`src/rtl/mult_result_accum.sv`:
```
// Batch accumulator behind the 4x4 multiplier: sums BATCH products per batch and
// presents each sum on a valid/ready register. Optional saturation via MULT_ACC_SAT_EN.
module mult_result_accum #(
  parameter int unsigned PROD_W = 8,
  parameter int unsigned BATCH  = 4,
  parameter int unsigned ACC_W  = 10
) (
  input  logic                         clk,
  input  logic                         reset,
  input  logic                         res_done,
  input  logic [PROD_W-1:0]            result,
  input  logic                         clear,
  output logic                         acc_valid,
  input  logic                         acc_ready,
  output logic [ACC_W-1:0]             acc_sum,
  output logic [$clog2(BATCH+1)-1:0]   batch_cnt,
  output logic                         drop_err
);

  localparam int unsigned CNT_W = $clog2(BATCH + 1);
  localparam logic [CNT_W-1:0] LAST_CNT = CNT_W'(BATCH - 1);

  typedef enum logic {EMPTY, FILL} state_t;

  state_t            state;
  state_t            state_nxt;
  logic [ACC_W-1:0]  acc;
  logic [ACC_W-1:0]  acc_add;
  logic [ACC_W-1:0]  prod_ext;
  logic              take;
  logic              complete;
  logic              handshake;
  logic              load;

  assign prod_ext = ACC_W'(result);

`ifdef MULT_ACC_SAT_EN
  logic [ACC_W:0] acc_wide;
  // Addends are non-negative, so a saturated accumulator stays pinned until the batch closes.
  always_comb begin
    acc_wide = {1'b0, acc} + {1'b0, prod_ext};
    acc_add  = acc_wide[ACC_W] ? '1 : acc_wide[ACC_W-1:0];
  end
`else
  assign acc_add = acc + prod_ext;
`endif

  // clear takes priority over a coincident product; that product is discarded.
  assign take      = res_done & ~clear;
  assign complete  = take && (batch_cnt == LAST_CNT);
  assign handshake = acc_valid & acc_ready;
  assign load      = complete && (!acc_valid || acc_ready);

  always_comb begin
    state_nxt = state;
    case (state)
      EMPTY: if (take) state_nxt = FILL;
      FILL:  if (clear || complete) state_nxt = EMPTY;
    endcase
  end

  always_ff @(posedge clk) begin
    if (reset) begin
      state     <= EMPTY;
      acc       <= '0;
      batch_cnt <= '0;
      acc_valid <= 1'b0;
      acc_sum   <= '0;
      drop_err  <= 1'b0;
    end else begin
      state <= state_nxt;

      if (clear || complete) begin
        acc       <= '0;
        batch_cnt <= '0;
      end else if (take) begin
        acc       <= acc_add;
        batch_cnt <= batch_cnt + CNT_W'(1);
      end

      // A completion while the output is held loses the new sum; otherwise it refills with no bubble.
      if (load) begin
        acc_sum   <= acc_add;
        acc_valid <= 1'b1;
      end else if (complete) begin
        drop_err  <= 1'b1;
      end else if (handshake) begin
        acc_valid <= 1'b0;
      end
    end
  end

endmodule

```
`config.mk`:
```
export PLATFORM = sky130hd
export DESIGN_NAME = mult_result_accum
export DESIGN_NICKNAME = d
export VERILOG_FILES = /design/src/rtl/mult_result_accum.sv
export SDC_FILE = /design/constraint.sdc
export NUM_CORES = 1
export LEC_CHECK = 0
export CORE_MARGIN = 2
export CORE_UTILIZATION = 35
export DETAILED_ROUTE_END_ITERATION = 10
export GPL_TIMING_DRIVEN = 0
export HOLD_SLACK_MARGIN = 0.03
export PLACE_DENSITY_LB_ADDON = 0.3
export SYNTH_ARGS = -nofsm -noshare
export SYNTH_HDL_FRONTEND = slang
export SYNTH_SLANG_ARGS = --single-unit
```
`constraint.sdc`:
```
create_clock -name clk -period 2.1 [get_ports clk]
set_clock_uncertainty 0.1 [all_clocks]
set_input_delay 0.21 -clock clk [delete_from_list [all_inputs] [get_ports clk]]
set_output_delay 0.21 -clock clk [all_outputs]
set_load 0.01 [all_outputs]
```
After elaboration in Yosys (flattened, before gate mapping)
Cells that the tools add are included.

Add/subtract/negate cells: 2. Eq/ne operators: 2. Multiplexer cells: 3. Bitwise logic cells: 4. Reduce and logical (&&, ||, !) cells: 9.

Operators by type and width (count): $add A10 B8 Y10 (1); $reduce_and A2 Y1 (2); $add A3 B1 Y3 const B (1); $eq A3 B2 Y1 const B (1); $mux W1 (3); $and A1 B1 Y1 (2); $logic_and A1 B1 Y1 (2); $logic_or A1 B1 Y1 (2); $ne A2 B1 Y1 const B (1); $not A1 Y1 (2); $reduce_bool A2 Y1 (1); $reduce_or A2 Y1 (1); $logic_not A1 Y1 (1).

Bits in registers: 25. Bits of input ports: 13. Output and inout bits: 15. Word-level logic and storage cells: 25.

Logic depth before layout (Yosys ltp)
Gate-level depths: netlist of run 1.

Depth after elaboration: 6. Depth in mapped cells: 8. Mapped depth without buffers: 8.

Least setup slack after synthesis of run 1
Ideal clock, no wire load.

Path type: register -> register. From: reg acc[0]. To: reg acc_sum[8]. Setup time: 0.062 ns. Data arrival time: 1.908 ns. Data required time: 1.938 ns. Slack: 0.030 ns. Stages on the path, launching flop included: 9. Buffers on the path: 0. Clock period less this slack: 2.070 ns. Cells stage by stage: dfxtp_1 ha_1 inv_1 fa_1 nand2b_1 a21oi_1 a21oi_1 or4_1 nand3_1.

Word-level cells in the longest chain between the ends: 1.

RTL lines: from (decl) (line 27) `logic [ACC_W-1:0] acc;`; from (signal assigned) (line 65) `acc <= '0;`; from (signal assigned) (line 74) `acc <= '0;`; from (signal assigned) (line 77) `acc <= acc_add;`; $add A10 B8 Y10 (line 45) `assign acc_add = acc + prod_ext;`; to (signal assigned) (line 68) `acc_sum <= '0;`; to (signal assigned) (line 83) `acc_sum <= acc_add;`; to (decl) (line 15) `output logic [ACC_W-1:0] acc_sum,`.

No other way between the ends. A chain may end at the register's enable or synchronous reset.

Final worst setup path of run 1
From: in result[1]. To: reg acc[6].

Word-level cells in the longest chain between the ends: 1.

RTL lines: from (decl) (line 11) `input logic [PROD_W-1:0] result,`; $add A10 B8 Y10 (line 45).

No other way between the ends.

==> impl_metrics.py, run 1 <==
metrics = {
    "hold_path": {
        "end_point_of_the_most_critical_hold_path": "acc[0]$_SDFFE_PP0P_",
        "holdPathStages": 4,
        "min-delay-path-class": "input port to flip-flop",
        "min-delay-start": "result[0]",
    },
    "worst_setup_path": {
        "worst_flop_to_flop_path_startpoint": "acc[0]$_SDFFE_PP0P_",
        "crit_chain": "clkdlybuf4s50_1 > inv_2 > fa_2 > nand2b_4 > a211oi_2 > nor2b_2 > or4_1 > nand3_1",
        "timing.critical_path.required_ns": 2.22,
        "criticalPathCategory": "input port to flip-flop",
        "timing.rr.end": "acc[6]$_SDFFE_PP0P_",
        "start_kind": "input port",
        "timing.critical_path.to_type": "flip-flop",
        "maximum_fanout_along_the_worst_path": 2,
        "worstPathArrival_ns": 2.27,
        "critical_path.slowest_cell": "sky130_fd_sc_hd__or4_1",
        "critical_path.top_delay_family": "simple AND/OR/NAND/NOR gates",
        "regToRegSetupSlack_ns": -0.04,
        "reg2reg_depth": 8,
        "critical_path.n_buffers_inverters": 2,
        "cp_slowest_stage_delay_ns": 0.51,
    },
    "timing": {
        "setup-violations-final": 1,
        "timing_max_transition_violations_final": 0,
        "tightest_slew_ns": 0.6269,
        "final-hold-violation-count": 0,
        "rsz0062_at_grt": "yes",
        "max_slew_margin_pct": 57.95,
        "post-route-min-period_ns": 2.151,
        "period_share_pct": 102.4,
        "setup_tns_ns": -0.05064,
        "postLayoutSetupSlackWorst_ns": -0.05064,
        "max_freq_mhz": 465.0,
    },
    "drt": {
        "route.final.wire_length_um": 3393,
        "detail-route-antenna-nets": 0,
        "first_pass_iters": 4,
        "wl_per_cell_um": 13.79,
        "detailedRoute.firstIterationViolations": 89,
        "route.detailed.vias_per_inst": 5.329,
        "post-route-drc-count": 0,
        "detailroute.via_count": 1311,
    },
    "finish": {
        "most-common-layout-cells": "sky130_fd_sc_hd__nand2_1, sky130_fd_sc_hd__clkdlybuf4s50_1, sky130_fd_sc_hd__dfxtp_1",
        "filler_cells": 354,
        "layout_commonest_cell": "sky130_fd_sc_hd__nand2_1",
        "drive_gt1_share_pct": 16.16,
        "finalCoreUtilization_pct": 50.95,
        "finish.net_count": 223,
        "postLayoutCellArea_mm2": 0.001879,
        "syn2layout_area_growth_pct": 38.43,
        "antenna_cells": 0,
        "layoutNonFillerInstCount": 246,
    },
    "floorplan": {
        "fp.coreArea_mm2": 0.003689,
        "floorplan.initialDensity_pct": 36.80,
        "die_x_um": 66.28,
        "io_pins": 28,
        "design.die.area_mm2": 0.004393,
        "placementRows": 22,
        "floorplan.die.height_um": 66.28,
    },
    "synth": {
        "postSynthRegisterBits": 25,
        "synthesis.yosys.warnings": 0,
        "synth_enable_flop_cells": 0,
        "cells_after_synth": 160,
        "synth_async_reset_ratio_pct": 0,
        "average_footprint_of_a_synthesized_cell_um2": 8.485,
        "netlist-cell-type-count": 32,
        "seq_area_frac_synth_pct": 36.87,
        "dominantRegCellSynth": "sky130_fd_sc_hd__dfxtp_1",
        "synth_area_mm2": 0.001358,
        "synth.net_count": 184,
    },
    "cts": {
        "worst_skew_pair.late_latency_ns": 0.28,
        "cts_tree": "yes",
        "ctsLongestPathBuffers": 2,
        "cts_htree_levels": 1,
        "root_buffer": "sky130_fd_sc_hd__clkbuf_8",
        "cts.hold.buffers_added": 0,
        "cts_made_buffers": 3,
        "cts.sink_count": 25,
        "cts.reportedPaths.clkPinSlew_ns": 0.09,
    },
    "placed_design": {
        "placement.cell_area_mm2": 0.001688,
        "hpwlAfterDp_um": 2425,
        "io_buffers": 27,
        "routabilityCongestion": 0.8261,
        "place_inst": 235,
    },
    "global_route": {
        "globalRoute.busiestLayer": "met2",
        "met2_grt_util_pct": 28.13,
        "grt_antenna_before_repair": 0,
        "maximum_number_of_pins_on_one_net_before_global_route_repair": 15,
        "gr-total-overflow": 0,
        "gr-usage-all-layers_pct": 16.64,
        "grt.met3_usage_pct": 2.726,
        "grt_use_met1_pct": 20.06,
        "grt_pass1_wl_um": 5533,
        "grt_pass1_vias": 1174,
    },
    "power": {
        "power_density_mw_per_mm2": 488.5,
        "worst_ir_drop_vdd_uv": 209.0,
        "total_leakage_power_nw": 0.7165,
    },
    "status": {
        "failed_checks": "setup timing",
        "run_status": "finished with violations",
    },
    "flow_run": {
        "max_cap_violation_count": 0,
    },
}
## repair_timing
action	4_1_cts	5_1_grt
pin swaps	6	7
setup endpoints to repair	5	6
hold endpoints to repair	0	0
setup buffers	4	3
resized for setup	8	11
## logic make-up (layout without fill, tap and decap cells)
logic type	Yosys count	count (layout)	share of synthesized area (%)
simple gates	69	69	25.99
compound gates	38	38	17.33
flops	25	25	36.87
buf+inv	12	50	5.898
fa+ha+maj	11	11	10.69
xor+xnor	5	5	3.226
## worst max-delay path by stage
stage / start / endpoint / cells after the start
6_report: result[1] / acc[6]$_SDFFE_PP0P_ / 8
5_1_grt: acc[0]$_SDFFE_PP0P_ / acc[6]$_SDFFE_PP0P_ / 8
4_1_cts: result[0] / acc[6]$_SDFFE_PP0P_ / 9
3_5_place_dp: result[0] / acc_sum[8]$_SDFFE_PP0P_ / 9
3_3_place_gp: result[0] / acc_sum[8]$_SDFFE_PP0P_ / 9
2_1_floorplan: acc[0]$_SDFFE_PP0P_ / acc_sum[8]$_SDFFE_PP0P_ / 8
## tightest hold or removal path, cell delays in order
cell and delay, ns:
sky130_fd_sc_hd__dlymetal6s2s_1 0.13, sky130_fd_sc_hd__ha_4 0.15, sky130_fd_sc_hd__nand2_1 0.04, sky130_fd_sc_hd__a21oi_1 0.10
## per-stage QoR
stage	power (W)	hold WS [ns]	setup WS (ns)
2_1_floorplan	0.0005658	0.3029	0.02985
3_5_place_dp	0.0006169	0.3471	-0.5147
6_report	0.0009181	0.2878	-0.05064
5_1_grt	0.0009544	0.3171	-0.09496
4_1_cts	0.0009119	0.3598	0.0003786
3_3_place_gp	0.0006129	0.3445	-0.4591
## power by group
part / switching (W) / total [W] / internal [W]
Sequential: 0.00000393 / 0.000483 / 0.000479
Clock: 0.000159 / 0.000292 / 0.000133
Combinational: 0.0000779 / 0.000143 / 0.0000651
Total: 0.000240 / 0.000918 / 0.000678
## cell type report
type / instances / area (um2) / area share [%]
Clock buffer: 3 / 41.29 / 2.197
Tap cell: 48 / 60.06 / 3.196
Multi-Input combinational cell: 123 / 853.3 / 45.41
Inverter: 4 / 15.01 / 0.7989
Buffer: 8 / 65.06 / 3.462
Clock inverter: 1 / 5.005 / 0.2663
Sequential cell: 25 / 501.7 / 26.70
Timing Repair Buffer: 34 / 337.8 / 17.98
## flip-flops by register name, indices dropped and copies added (netlist names)
signal and count:
acc_sum 10, drop_err 1, acc_valid 1, batch_cnt 3, acc 10
## routing by layer
metal  vias to the layer above  wire length (um)
met4                         0                63
met2                        38              1631
li1                        649                 -
met5                         -                 0
met3                         6               162
met1                       618              1536
## cells in the mapped netlist (all sizes together) (4+ instances only)
| cell | number | area [um2] |
|---|---|---|
| nand2 | 27 | 101.4 |
| dfxtp | 25 | 500.5 |
| a21oi | 19 | 95.09 |
| ha | 10 | 125.1 |
| nor2 | 10 | 37.54 |
| nand3 | 8 | 40.04 |
| a211oi | 6 | 45.04 |
| clkbuf | 6 | 42.54 |
| or4 | 6 | 45.04 |
| inv | 4 | 15.01 |
(Power assumes the default switching activity.)
==> inputs of run 2 (changes only) <==
--- a/config.mk
+++ b/config.mk
@@ -11,6 +11,7 @@
 export GPL_TIMING_DRIVEN = 0
 export HOLD_SLACK_MARGIN = 0.03
 export PLACE_DENSITY_LB_ADDON = 0.3
+export REMOVE_ABC_BUFFERS = 1
 export SYNTH_ARGS = -nofsm -noshare
 export SYNTH_HDL_FRONTEND = slang
 export SYNTH_SLANG_ARGS = --single-unit
==> run 2 against run 1 <==
  * The flow now finishes without violations
  * Maximum frequency grew 3.8%
  * Global-route usage shrank 0.50 points
  * Sequential power is essentially flat
  * Cell count shrank 4.1%
  * Sequential share of layout area grew 1.5 points
  * Critical path type is now flip-flop to flip-flop
  * Largest power group unchanged
==> impl_metrics.py, run 2 (same netlist as run 1, synthesis figures left out) <==
metrics = {
    "worst_setup_path": {
        "reg2reg_depth": 8,
        "criticalPathCategory": "flip-flop to flip-flop",
        "regToRegSetupSlack_ns": 0.03,
        "timing.critical_path.required_ns": 2.22,
        "timing.rr.end": "acc_sum[8]$_SDFFE_PP0P_",
        "crit_chain": "ha_4 > inv_2 > fa_2 > nand2b_4 > a21oi_4 > a21oi_2 > or4_1 > nand3_1",
        "start_kind": "flip-flop",
        "critical_path.slowest_cell": "sky130_fd_sc_hd__or4_1",
        "worst_flop_to_flop_path_startpoint": "acc[0]$_SDFFE_PP0P_",
        "cp_slowest_stage_delay_ns": 0.52,
        "maximum_fanout_along_the_worst_path": 4,
        "timing.critical_path.to_type": "flip-flop",
        "worstPathArrival_ns": 2.19,
    },
    "timing": {
        "final-hold-violation-count": 0,
        "max_freq_mhz": 482.7,
        "timing_max_transition_violations_final": 0,
        "tightest_slew_ns": 0.7733,
        "setup-violations-final": 0,
        "post-route-min-period_ns": 2.072,
        "max_slew_margin_pct": 48.44,
        "period_share_pct": 98.65,
        "postLayoutSetupSlackWorst_ns": 0.02826,
    },
    "drt": {
        "post-route-drc-count": 0,
        "route.final.wire_length_um": 3470,
        "detailroute.via_count": 1256,
        "detailedRoute.firstIterationViolations": 62,
        "post_route_m1_wl_um": 1668,
        "route.detailed.vias_per_inst": 5.322,
        "first_pass_iters": 4,
        "wl_per_cell_um": 14.70,
        "highest-signal-layer": "met4",
        "detailroute.wirelength.met3_um": 168,
        "met2_wirelength_um": 1613,
        "detail-route-antenna-nets": 0,
    },
    "hold_path": {
        "end_point_of_the_most_critical_hold_path": "acc[0]$_SDFFE_PP0P_",
        "min-delay-path-class": "input port to flip-flop",
        "holdPathStages": 4,
        "min-delay-start": "result[0]",
    },
    "placed_design": {
        "place_worst_setup_slack_ns": -1.142,
        "placement.cell_area_mm2": 0.001623,
        "io_buffers": 27,
        "routabilityCongestion": 0.7426,
        "hpwlAfterDp_um": 2219,
    },
    "global_route": {
        "grt_pass1_wl_um": 5444,
        "grt_antenna_before_repair": 0,
        "maximum_number_of_pins_on_one_net_before_global_route_repair": 23,
        "gr-usage-all-layers_pct": 16.13,
        "gr-total-overflow": 0,
        "grt_pass1_vias": 1129,
    },
    "finish": {
        "drive_gt1_share_pct": 13.30,
        "top_regs": "acc: 10 flops, acc_sum: 10 flops, batch_cnt: 3 flops",
        "finish.net_count": 213,
        "layout_commonest_cell": "sky130_fd_sc_hd__nand2_1",
        "antenna_cells": 0,
        "syn2layout_area_growth_pct": 30.97,
        "most-common-layout-cells": "sky130_fd_sc_hd__nand2_1, sky130_fd_sc_hd__clkdlybuf4s50_1, sky130_fd_sc_hd__dfxtp_1",
        "filler_cells": 368,
        "postLayoutCellArea_mm2": 0.001778,
    },
    "power": {
        "total_leakage_power_nw": 0.6682,
        "power_density_mw_per_mm2": 514.2,
        "worst_ir_drop_vdd_uv": 338.7,
    },
    "cts": {
        "cts.sink_count": 25,
        "cts.reportedPaths.clkPinSlew_ns": 0.09,
        "root_buffer": "sky130_fd_sc_hd__clkbuf_8",
        "ctsLongestPathBuffers": 2,
        "cts_made_buffers": 3,
        "worst_skew_pair.late_latency_ns": 0.27,
        "cts_htree_levels": 1,
        "cts_tree": "yes",
    },
    "status": {
        "run_status": "completed",
    },
    "floorplan": {
        "io_pins": 28,
        "die_x_um": 66.28,
        "fp.coreArea_mm2": 0.003689,
        "placementRows": 22,
        "design.die.area_mm2": 0.004393,
        "floorplan.initialDensity_pct": 36.80,
        "floorplan.die.height_um": 66.28,
    },
    "flow_run": {
        "max_cap_violation_count": 0,
    },
}
## run 2: changes by cell type in the layout (fill, tap and decap cells not counted), sizes merged
cell | previous run | this run
buf | 9 | 5
clkbuf | 9 | 3
clkdlybuf4s50 | 26 | 25
dlygate4sd2 | 0 | 1
## run 2: area by class of cell
type                    instances  area (um2)  area share, %
well taps                      48       60.06          3.378
inverters                       4       15.01         0.8445
repair buffers                 32       309.0          17.38
multi-input cells             123       845.8          47.57
clock buffers                   3       41.29          2.322
flip-flops and latches         25       501.7          28.22
clock inverters                 1       5.005         0.2815
## run 2: stage by stage
step	utilization (%)	hold WS, ns	std cells	TNS (ns)	total power, W
after CTS	46.95	0.3660	233	0	0.0009086
after floorplan	-	0.1791	152	0	0.0005566
after global routing	48.20	0.3006	236	-0.01329	0.0009571
after global placement	44.00	0.3442	227	-11.04	0.0006038
after detailed placement	44.00	0.3523	227	-11.99	0.0006076
final	48.20	0.2848	236	0	0.0009143
## run 2: metal layers
layer / GRT usage, % / vias up
li1: - / 630
met3: 4.429 / 4
met2: 25.87 / 36
met1: 21.81 / 586
met5: 0 / -
met4: 2.806 / 0
## run 2: critical path: cells and delay by family (launching register included)
family | cells | cell delay (ns)
flops | 1 | 0.37
compound gates | 2 | 0.23
simple gates | 3 | 0.78
fa+ha+maj | 2 | 0.51
buf+inv | 1 | 0.04
## run 2: repair_timing
action                                  CTS  global route
endpoints found under the hold margin     0             0
setup buffers                             2             3
hold buffers                              0             0
endpoints found under the setup margin   14             7
pin swaps                                 2             5
resized for setup                        13             6
## run 2: worst max path at each step
stage | slack, ns | endpoint | from | depth (start not counted)
detailed placement | -1.14 | acc_sum[9]$_SDFFE_PP0P_ | res_done | 5
global route | -0.01 | acc_sum[8]$_SDFFE_PP0P_ | acc[0]$_SDFFE_PP0P_ | 8
finish | 0.03 | acc_sum[8]$_SDFFE_PP0P_ | acc[0]$_SDFFE_PP0P_ | 8
CTS | 0.01 | acc_sum[8]$_SDFFE_PP0P_ | result[0] | 9
global placement | -1.12 | acc_sum[9]$_SDFFE_PP0P_ | res_done | 5
floorplan | 0.03 | acc_sum[8]$_SDFFE_PP0P_ | acc[0]$_SDFFE_PP0P_ | 8
## run 2: power by group
part / internal [W] / total (W) / switching (W)
logic: 0.0000588 / 0.000131 / 0.0000723
registers: 0.000479 / 0.000483 / 0.00000405
clock network: 0.000133 / 0.000300 / 0.000166
total: 0.000671 / 0.000914 / 0.000243
